`src/rtl/if_id_register.sv`:
```
// if_id_register: PC register plus IF/ID pipeline register with stall/flush hooks and saturating debug counters
module if_id_register #(
    parameter logic [31:0] RESET_PC = 32'h0000_0000,
    parameter logic [31:0] NOP_INST = 32'h0000_0000,
    parameter int          CNT_W    = 16
) (
    input  logic             clk,
    input  logic             rst_n,
    input  logic [31:0]      pc_next,
    input  logic [31:0]      pc_4,
    input  logic [31:0]      inst_in,
    input  logic             stall,
    input  logic             flush,
    input  logic             cnt_clr,
    output logic [31:0]      pc,
    output logic [31:0]      id_pc_4,
    output logic [31:0]      id_inst,
    output logic             id_valid,
    output logic [CNT_W-1:0] stall_count,
    output logic [CNT_W-1:0] flush_count
);
    always_ff @(posedge clk or negedge rst_n) begin
        if (!rst_n) begin
            pc       <= RESET_PC;
            id_inst  <= NOP_INST;
            id_pc_4  <= '0;
            id_valid <= 1'b0;
        end else if (flush) begin
            pc       <= pc_next;
            id_inst  <= NOP_INST;
            id_pc_4  <= '0;
            id_valid <= 1'b0;
        end else if (!stall) begin
            pc       <= pc_next;
            id_inst  <= inst_in;
            id_pc_4  <= pc_4;
            id_valid <= 1'b1;
        end
    end

    // a flush masks a simultaneous stall, so only true freeze cycles are counted
    always_ff @(posedge clk or negedge rst_n) begin
        if (!rst_n) begin
            stall_count <= '0;
            flush_count <= '0;
        end else if (cnt_clr) begin
            stall_count <= '0;
            flush_count <= '0;
        end else begin
            if (flush && !(&flush_count))
                flush_count <= flush_count + CNT_W'(1);
            if (stall && !flush && !(&stall_count))
                stall_count <= stall_count + CNT_W'(1);
        end
    end
endmodule

```
`config.mk`:
```
export PLATFORM = sky130hd
export DESIGN_NAME = if_id_register
export DESIGN_NICKNAME = d
export VERILOG_FILES = /design/src/rtl/if_id_register.sv
export SDC_FILE = /design/constraint.sdc
export NUM_CORES = 1
export LEC_CHECK = 0
export ABC_CLOCK_PERIOD_IN_PS = 2300
export CORE_MARGIN = 2
export CORE_UTILIZATION = 32
export DETAILED_ROUTE_END_ITERATION = 6
export GPL_ROUTABILITY_DRIVEN = 0
export GPL_TIMING_DRIVEN = 0
export PLACE_DENSITY = 0.66
export SLEW_MARGIN = 20
export SYNTH_ARGS = -nofsm -noshare
export SYNTH_HDL_FRONTEND = slang
export SYNTH_SLANG_ARGS = --single-unit
```
`constraint.sdc`:
```
create_clock -name clk -period 2.3 [get_ports clk]
set_input_delay 0.345 -clock clk [delete_from_list [all_inputs] [get_ports clk]]
set_output_delay 0.345 -clock clk [all_outputs]
set_load 0.05 [all_outputs]
```
==> impl_table.tex, run 1 <==
\begin{tabular}{lr}
\hline
Metric & Value \\
\hline
\multicolumn{2}{l}{\textbf{Pwr}} \\
Power per cell area & 752 mW/mm2 \\
Static Leakage & roughly 4 nW \\
Overall Power & $\sim$6.7 mW \\
Largest voltage drop on the vdd net & between 0.5 and 0.6 mV \\
\multicolumn{2}{l}{\textbf{Clock network}} \\
Clock tree sinks & approximately 130 \\
Clock tree from TritonCTS & yes \\
Clk Latency, worst-skew pair & 0.41 ns \\
Cell chosen for the clock root & sky130\_fd\_sc\_hd\_\_clkbuf\_16 \\
Maximum number of buffers from clock root to sink & 2 \\
CTS Buf Count & 17 \\
H-tree level count & 4 \\
Clock-pin slew on the worst setup and hold paths & around 0.060 ns \\
\multicolumn{2}{l}{\textbf{Timing}} \\
Worst hold slack after final layout & $\sim$0.32 ns \\
Slew margin rel. & 48.5\% \\
Crit path time final & $\sim$2.1 ns \\
Final sum of negative setup slack & 0 ns \\
Worst slew pin tran & a little under 0.8 ns \\
RSZ-0062 raised after global routing & false \\
Number of pins with negative max-slew slack in the final report & 0 \\
Count of final setup violators & 0 \\
Share of the cycle needed by the critical path after routing & 91.7\% \\
Max Fclk & between 400 and 500 MHz \\
Worst Clk Skew & around 0.0042 ns \\
Count of final hold-check violations & 0 \\
\multicolumn{2}{l}{\textbf{Cells and area}} \\
Fraction of layout cells with a size suffix above 1 & around 5.6\% \\
Antenna Cells & 0 \\
Net total in the final layout & between 800 and 900 \\
P\&R area growth vs syn & 58.3\% \\
\multicolumn{2}{l}{\textbf{Hold path}} \\
Worst hold path endpoint & flush\_count[12] \\
Beginning of the worst hold path & flush \\
Worst min path class & in2reg \\
Cell depth of the worst hold path & 4 \\
\multicolumn{2}{l}{\textbf{Drt}} \\
Vias after detailed routing & $\sim$4700 \\
Number of detailed-routing iterations run before antenna repair & 4 \\
Routed vias/inst & $\sim$4.6 \\
Routed Wire Length & 15.7 mm \\
Antenna Nets Post-Route & 0 \\
DR iter-0 viols & roughly 190 \\
DRC violation count after routing & 0 \\
Avg WL per Cell & 15.4 um \\
\multicolumn{2}{l}{\textbf{Critical path}} \\
Number of buffers and inverters on the critical path & 1 \\
Worst setup slack for register-to-register paths & about 0.19 ns \\
Slowest cell delay on critical path & roughly 0.46 ns \\
Kind of end point of the critical path & register \\
End of the worst register-to-register path & flush\_count[1] \\
First element of the critical path & flush\_count[0] \\
Worst path top cell family by delay & compound AO/OA/AOI/OAI gates \\
Critical Path Source Type & register \\
WP data arrival & between 2 and 2.5 ns \\
Ordered cell list for the critical path & ha\_1, nand4\_1, o41ai\_4, buf\_2, mux2i\_1, nor2\_1 \\
Count of cells along the worst register-to-register path & 6 \\
Critical-path maximum fanout & 10 \\
Slowest stage cell on the critical path & sky130\_fd\_sc\_hd\_\_o41ai\_4 \\
Reg-to-reg startpoint & flush\_count[0] \\
Required time at the endpoint of the critical path & about 2.6 ns \\
Classification of the worst setup path & reg2reg \\
\multicolumn{2}{l}{\textbf{Synth}} \\
Post-synthesis compound-gate area fraction & between 5 and 6\% \\
Post-synth design cell area & 0.00559 mm2 \\
Count of cell types in the netlist & 39 \\
Post-synthesis net count & between 600 and 700 \\
Number of synthesized flops with an enable pin & 0 \\
Area share of the largest cell type after synthesis & between 50\% and 60\% \\
Post-synthesis share of cell area spent on full adders, half adders and majority gates & less than 1\% \\
Number of warnings printed during yosys synthesis & 0 \\
Most instantiated library cell after synthesis & sky130\_fd\_sc\_hd\_\_dfrtp\_1 \\
Average cell area after synthesis & approximately 10 um2 \\
Synth top cells by count & sky130\_fd\_sc\_hd\_\_dfrtp\_1 (129), sky130\_fd\_sc\_hd\_\_nand2\_1 (111), sky130\_fd\_sc\_hd\_\_nor2\_1 (76), sky130\_fd\_sc\_hd\_\_mux2i\_1 (67), sky130\_fd\_sc\_hd\_\_a21oi\_1 (21) \\
Main combinational cell family by area after synthesis & simple AND/OR/NAND/NOR gates \\
Simple logic cell fraction of the synthesized area & between 20\% and 30\% \\
Fraction of synthesized area in multiplexers & between 10\% and 20\% \\
Share of synthesized area occupied by flip-flops and latches & slightly below 60\% \\
Cell accounting for the most synthesized area & sky130\_fd\_sc\_hd\_\_dfrtp\_1 \\
Synthesis-stage register bit count & 129 \\
Post-synthesis instance total & between 500 and 600 \\
Most used DFF post-synth & sky130\_fd\_sc\_hd\_\_dfrtp\_1 \\
XOR/XNOR Fraction of Synth Area & 0.157\% \\
Share of synthesized flip-flops with an asynchronous set or reset & between 90\% and 100\% \\
Dominant cells by area after synthesis & sky130\_fd\_sc\_hd\_\_dfrtp\_1 (58\%), sky130\_fd\_sc\_hd\_\_mux2i\_1 (12\%), sky130\_fd\_sc\_hd\_\_nand2\_1 (7.5\%) \\
\multicolumn{2}{l}{\textbf{Place}} \\
Port-buffer cells & 226 \\
Half-perimeter wire length after detailed placement & between 10 and 15 mm \\
\multicolumn{2}{l}{\textbf{GRT}} \\
Global Route met3 Usage & just under 6\% \\
Maximum number of pins on one net before global-route repair & between 60 and 70 \\
Total overflow reported by the global router & 0 \\
Layer with the highest usage after global routing & met2 \\
Met1 Usage GRT & between 20\% and 30\% \\
Initial antenna violation count & 0 \\
Met2 usage in global routing & 25.8\% \\
Wire length of the first global-routing pass & approximately 24 mm \\
Overall routing resource usage & approximately 17\% \\
Via count of the first global-routing pass & about 4500 \\
\multicolumn{2}{l}{\textbf{Flow run}} \\
Total of max-cap violations & 0 \\
\multicolumn{2}{l}{\textbf{Status}} \\
Result of the run & finished clean \\
\multicolumn{2}{l}{\textbf{Floorplanning}} \\
Row count & between 40 and 50 \\
Core ar. & $\sim$0.017 mm2 \\
Die area & between 0.015 and 0.02 mm2 \\
Ports placed on the boundary & 230 \\
DIE HEIGHT & 136 um \\
Width of the chip & $\sim$140 um \\
Effective utilization at floorplan & roughly a third \\
\hline
\end{tabular}
-- logic make-up (layout without fill, tap and decap cells) --
logic type / count (synthesis) / in the layout
simple gates: 251 / 251
mux: 72 / 72
buf+inv: 34 / 294
compound gates: 49 / 49
xor+xnor: 1 / 1
flops: 129 / 129
fa+ha+maj: 2 / 2
-- cell usage in the layout, fill, tap and decap left out, types with 2 or more instances in the layout --
| cell | instances |
|---|---|
| sky130_fd_sc_hd__mux2_1 | 5 |
| sky130_fd_sc_hd__o41ai_1 | 2 |
| sky130_fd_sc_hd__and4_1 | 3 |
| sky130_fd_sc_hd__or3_1 | 11 |
| sky130_fd_sc_hd__nand3_1 | 5 |
| sky130_fd_sc_hd__buf_1 | 8 |
| sky130_fd_sc_hd__nor4_2 | 2 |
| sky130_fd_sc_hd__o21ai_1 | 6 |
| sky130_fd_sc_hd__bufinv_16 | 5 |
| sky130_fd_sc_hd__clkdlybuf4s50_1 | 225 |
| sky130_fd_sc_hd__buf_2 | 4 |
| sky130_fd_sc_hd__nor4_1 | 6 |
| sky130_fd_sc_hd__o31ai_1 | 9 |
| sky130_fd_sc_hd__clkbuf_1 | 16 |
| sky130_fd_sc_hd__nand2_1 | 111 |
| sky130_fd_sc_hd__nor3_1 | 2 |
| sky130_fd_sc_hd__or4_1 | 9 |
| sky130_fd_sc_hd__a21oi_1 | 21 |
| sky130_fd_sc_hd__buf_6 | 2 |
| sky130_fd_sc_hd__clkbuf_16 | 17 |
| sky130_fd_sc_hd__inv_1 | 4 |
| sky130_fd_sc_hd__nor2_1 | 76 |
| sky130_fd_sc_hd__mux2i_1 | 67 |
| sky130_fd_sc_hd__inv_6 | 5 |
| sky130_fd_sc_hd__nand4_1 | 12 |
| sky130_fd_sc_hd__and4bb_1 | 2 |
| sky130_fd_sc_hd__dfrtp_1 | 129 |
| sky130_fd_sc_hd__o21ai_0 | 5 |
| sky130_fd_sc_hd__ha_1 | 2 |
| sky130_fd_sc_hd__nor2b_1 | 6 |
| sky130_fd_sc_hd__clkinv_4 | 2 |
-- flip-flops by register name (all words and copies together) (netlist names) --
register     flops
id_valid         1
stall_count     16
flush_count     16
id_pc_4         32
pc              32
id_inst         32
-- final cells by class --
cell class	instances	area [um2]
flip-flops and latches	129	3230
repair buffers	228	2300
inverters	4	15.0
well taps	225	282
clock buffers	18	439
plain buffers	30	133
clock inverters	14	224
multi-input cells	375	2230
fillers	1623	8330
-- what timing repair did --
item                                    CTS  global route
resized for setup                         0             1
hold endpoints to repair                 62             0
endpoints found under the setup margin    0             9
hold buffers                              1             0
buffers inserted                          0             0
-- report_power, final --
part / switching [mW] / internal, mW / leakage [nW]
Sequential: 0.0662 / 2.39 / 1.69
Clock: 1.06 / 1.97 / 0.322
Combinational: 0.716 / 0.455 / 1.93
Total: 1.84 / 4.81 / 3.94
-- tightest hold or removal path, delay by kind of cell --
family | cells | cell delay (ns)
simple gates | 2 | 0.17
buf+inv | 1 | 0.12
compound gates | 1 | 0.06
-- metrics by stage --
step	worst slack, ns	utilization, %	cell area, um2	std cells
2_1_floorplan	0.0677	-	5590	538
3_3_place_gp	-4.46	47.4	8130	989
3_5_place_dp	0.0643	47.5	8170	990
4_1_cts	0.0381	51.5	8840	1023
5_1_grt	0.0499	51.5	8850	1023
6_report	0.190	51.5	8850	1023
-- worst max-delay path by stage --
stage	slack (ns)	depth (start not counted)	endpoint
2_1_floorplan	0.07	6	flush_count[1]
3_3_place_gp	-4.46	1	pc[13]
3_5_place_dp	0.06	6	flush_count[1]
4_1_cts	0.04	6	flush_count[1]
5_1_grt	0.05	6	flush_count[1]
6_report	0.19	6	flush_count[1]
-- metal layers --
metal	wire length [um]	up-vias	share of wire (%)
li1	-	2347	-
met1	7130	2176	45
met2	7140	177	45
met3	1340	12	8.5
met4	116	0	0.74
met5	0	-	0
Note: power is estimated with default switching activity, not from simulation.
==> run 2: changes to the inputs <==
--- a/config.mk
+++ b/config.mk
@@ -8,6 +8,7 @@
 export ABC_CLOCK_PERIOD_IN_PS = 2300
 export CORE_MARGIN = 2
 export CORE_UTILIZATION = 32
+export CTS_CLUSTER_DIAMETER = 30
 export DETAILED_ROUTE_END_ITERATION = 6
 export GPL_ROUTABILITY_DRIVEN = 0
 export GPL_TIMING_DRIVEN = 0
==> results of run 2 <==
No change in the layout: final DEF, timing and power equal those of run 1.
==> run 3: changes to the inputs <==
--- a/config.mk
+++ b/config.mk
@@ -12,6 +12,7 @@
 export DETAILED_ROUTE_END_ITERATION = 6
 export GPL_ROUTABILITY_DRIVEN = 0
 export GPL_TIMING_DRIVEN = 0
+export MAX_ROUTING_LAYER = met4
 export PLACE_DENSITY = 0.66
 export SLEW_MARGIN = 20
 export SYNTH_ARGS = -nofsm -noshare
==> constraint.sdc (replaced) <==
create_clock -name clk -period 2.3 [get_ports clk]
set_input_delay 0.23 -clock clk [delete_from_list [all_inputs] [get_ports clk]]
set_output_delay 0.23 -clock clk [all_outputs]
set_load 0.05 [all_outputs]
==> run 3 against run 2 <==
Net effect: total power increased by 0.17%; via count rose by 0.34%; global-route usage increased by 0.51 points; critical path type unchanged; highest routed layer unchanged.
==> impl_table.tex, run 3 (synthesis results as in run 1) <==
\begin{tabular}{lr}
\hline
Metric & Value \\
\hline
\multicolumn{2}{l}{\textbf{Pwr}} \\
Combinational power share & between 10\% and 20\% \\
Overall Power & around 6.7 mW \\
Static Leakage & between 3 and 4 nW \\
Share of power burned in the clock network & a little under half \\
Share of total power in sequential cells & 36.8\% \\
Largest voltage drop on the vdd net & 0.554 mV \\
Switching share of total power & roughly 28\% \\
Cell internal power dissipation & about 4.8 mW \\
Power per cell area & approximately 750 mW/mm2 \\
NetSw & roughly 1.9 mW \\
\multicolumn{2}{l}{\textbf{Drt}} \\
Routed Wire Length & about 16 mm \\
Antenna Nets Post-Route & 0 \\
Top layer reached by signal wires & met4 \\
Length of routed met3 wiring & roughly 1.2 mm \\
Avg WL per Cell & 15.4 um \\
DR iter-0 viols & slightly above 200 \\
Routed vias/inst & 4.62 \\
Met2 Wirelength & 7.17 mm \\
DRC violation count after routing & 0 \\
Met1 Routed Length & 7.24 mm \\
Vias after detailed routing & $\sim$4700 \\
Number of detailed-routing iterations run before antenna repair & 4 \\
\multicolumn{2}{l}{\textbf{Critical path}} \\
Critical Path Source Type & register \\
Critical-path maximum fanout & 10 \\
Slowest cell delay on critical path & about 0.46 ns \\
Ordered cell list for the critical path & ha\_1, nand4\_1, o41ai\_4, buf\_2, mux2i\_1, nor2\_1 \\
First element of the critical path & flush\_count[0] \\
Reg-to-reg startpoint & flush\_count[0] \\
Required time at the endpoint of the critical path & roughly 2.6 ns \\
WP data arrival & around 2.4 ns \\
Kind of end point of the critical path & register \\
Slowest stage cell on the critical path & sky130\_fd\_sc\_hd\_\_o41ai\_4 \\
Classification of the worst setup path & reg2reg \\
\multicolumn{2}{l}{\textbf{Clock network}} \\
H-tree level count & 4 \\
CTS Buf Count & 17 \\
Clk Latency, worst-skew pair & between 0.4 and 0.5 ns \\
Cell chosen for the clock root & sky130\_fd\_sc\_hd\_\_clkbuf\_16 \\
Clock tree sinks & about 130 \\
Clock tree from TritonCTS & yes \\
Clock-pin slew on the worst setup and hold paths & roughly 0.060 ns \\
Maximum number of buffers from clock root to sink & 2 \\
\multicolumn{2}{l}{\textbf{Cells and area}} \\
P\&R area growth vs syn & 58.3\% \\
Registers with the most flip-flops & id\_inst x32, id\_pc\_4 x32, pc x32 \\
Utilization of the core after routing & 51.5\% \\
Commonest cells after routing, fill and taps aside & sky130\_fd\_sc\_hd\_\_clkdlybuf4s50\_1 (225), sky130\_fd\_sc\_hd\_\_dfrtp\_1 (129), sky130\_fd\_sc\_hd\_\_nand2\_1 (111) \\
Final non-filler cell area & 0.00885 mm2 \\
Most common cell after layout, fill and taps aside & sky130\_fd\_sc\_hd\_\_clkdlybuf4s50\_1 \\
Fill cells & 1623 \\
Net total in the final layout & $\sim$890 \\
Fraction of layout cells with a size suffix above 1 & 5.64\% \\
Antenna Cells & 0 \\
\multicolumn{2}{l}{\textbf{Timing}} \\
Final Worst Setup Slack & 0.188 ns \\
Number of pins with negative max-slew slack in the final report & 0 \\
Count of final hold-check violations & 0 \\
Worst Clk Skew & 0.00378 ns \\
Share of the cycle needed by the critical path after routing & around nine tenths \\
Count of final setup violators & 0 \\
Worst hold slack after final layout & roughly 0.21 ns \\
RSZ-0062 raised after global routing & false \\
Max Fclk & 473 MHz \\
Worst slew pin tran & slightly below 0.8 ns \\
Slew margin rel. & 48.5\% \\
Crit path time final & 2.11 ns \\
\multicolumn{2}{l}{\textbf{Place}} \\
Port-buffer cells & $\sim$230 \\
Half-perimeter wire length after detailed placement & 11.4 mm \\
Post-detailed-placement cell area & 0.00817 mm2 \\
Pre-CTS WS & 0.0643 ns \\
\multicolumn{2}{l}{\textbf{Floorplanning}} \\
DIE HEIGHT & roughly 140 um \\
Effective utilization at floorplan & around a third \\
Ports placed on the boundary & 230 \\
Row count & 48 \\
Width of the chip & 136 um \\
Core ar. & about 0.017 mm2 \\
Die area & 0.0185 mm2 \\
\multicolumn{2}{l}{\textbf{GRT}} \\
Wire length of the first global-routing pass & 24.4 mm \\
Maximum number of pins on one net before global-route repair & 68 \\
Initial antenna violation count & 0 \\
Total overflow reported by the global router & 0 \\
Overall routing resource usage & between 10\% and 20\% \\
Via count of the first global-routing pass & 4512 \\
\multicolumn{2}{l}{\textbf{Hold path}} \\
Beginning of the worst hold path & flush \\
Worst min path class & in2reg \\
\multicolumn{2}{l}{\textbf{Status}} \\
Result of the run & finished clean \\
\multicolumn{2}{l}{\textbf{Flow run}} \\
Total of max-cap violations & 0 \\
\hline
\end{tabular}
==> run 3: power groups by stage <==
stage                     combinational, mW  sequential [mW]  clock [mW]
after CTS                              1.18             2.46        3.10
after global placement                 1.17             2.49           0
after detailed placement               1.18             2.49           0
after floorplan                       0.227             2.91           0
final                                  1.17             2.45        3.04
after global routing                   1.25             2.47        3.23
==> run 3: area by class of cell <==
| class | count | area, um2 | share of cell area, % |
|---|---|---|---|
| tap | 225 | 282 | 3.18 |
| timing repair buffer | 228 | 2300 | 26.0 |
| sequential | 129 | 3230 | 36.5 |
| clock buffer | 18 | 439 | 4.96 |
| clock inverter | 14 | 224 | 2.53 |
| multi-input combinational | 375 | 2230 | 25.1 |
| buffer | 30 | 133 | 1.50 |
| inverter | 4 | 15.0 | 0.170 |
==> run 3: final timing paths <==
check	depth (start not counted)	slack, ns	endpoint
max in group asynchronous	3	1.26	pc[28]
hold reg to reg	2	0.46	pc[4]
setup / recovery	6	0.19	flush_count[1]
min in group asynchronous	2	0.35	id_inst[12]
hold / removal	4	0.21	flush_count[12]
setup reg to reg	6	0.19	flush_count[1]
==> run 3: timing repair <==
item | 4_1_cts | 5_1_grt
setup buffers | 0 | 0
endpoints found under the setup margin | 0 | 9
gates resized for setup | 0 | 1
hold buffers | 1 | 0
hold endpoints to repair | 62 | 0
==> run 3: worst max-delay path: cells and delay by family, from the launching register on <==
kind	cells	cell delay (ns)
and+or+nand+nor	2	0.35
adders and majority gates	1	0.25
buffers and inverters	1	0.32
DFF	1	0.39
AOI/OAI and AO/OA	1	0.46
muxes	1	0.21
==> run 3: through the flow <==
| step | setup TNS (ns) | cells |
|---|---|---|
| after global placement | -559.80 | 989 |
| after detailed placement | 0 | 990 |
| final | 0 | 1023 |
| after CTS | 0 | 1023 |
| after global routing | 0 | 1023 |
| after floorplan | 0 | 538 |
==> run 3: per-layer routing <==
metal | up-vias | GRT usage [%]
li1 | 2346 | -
met4 | 0 | 4.46
met3 | 13 | 5.29
met2 | 180 | 25.9
met5 | - | -
met1 | 2189 | 23.2
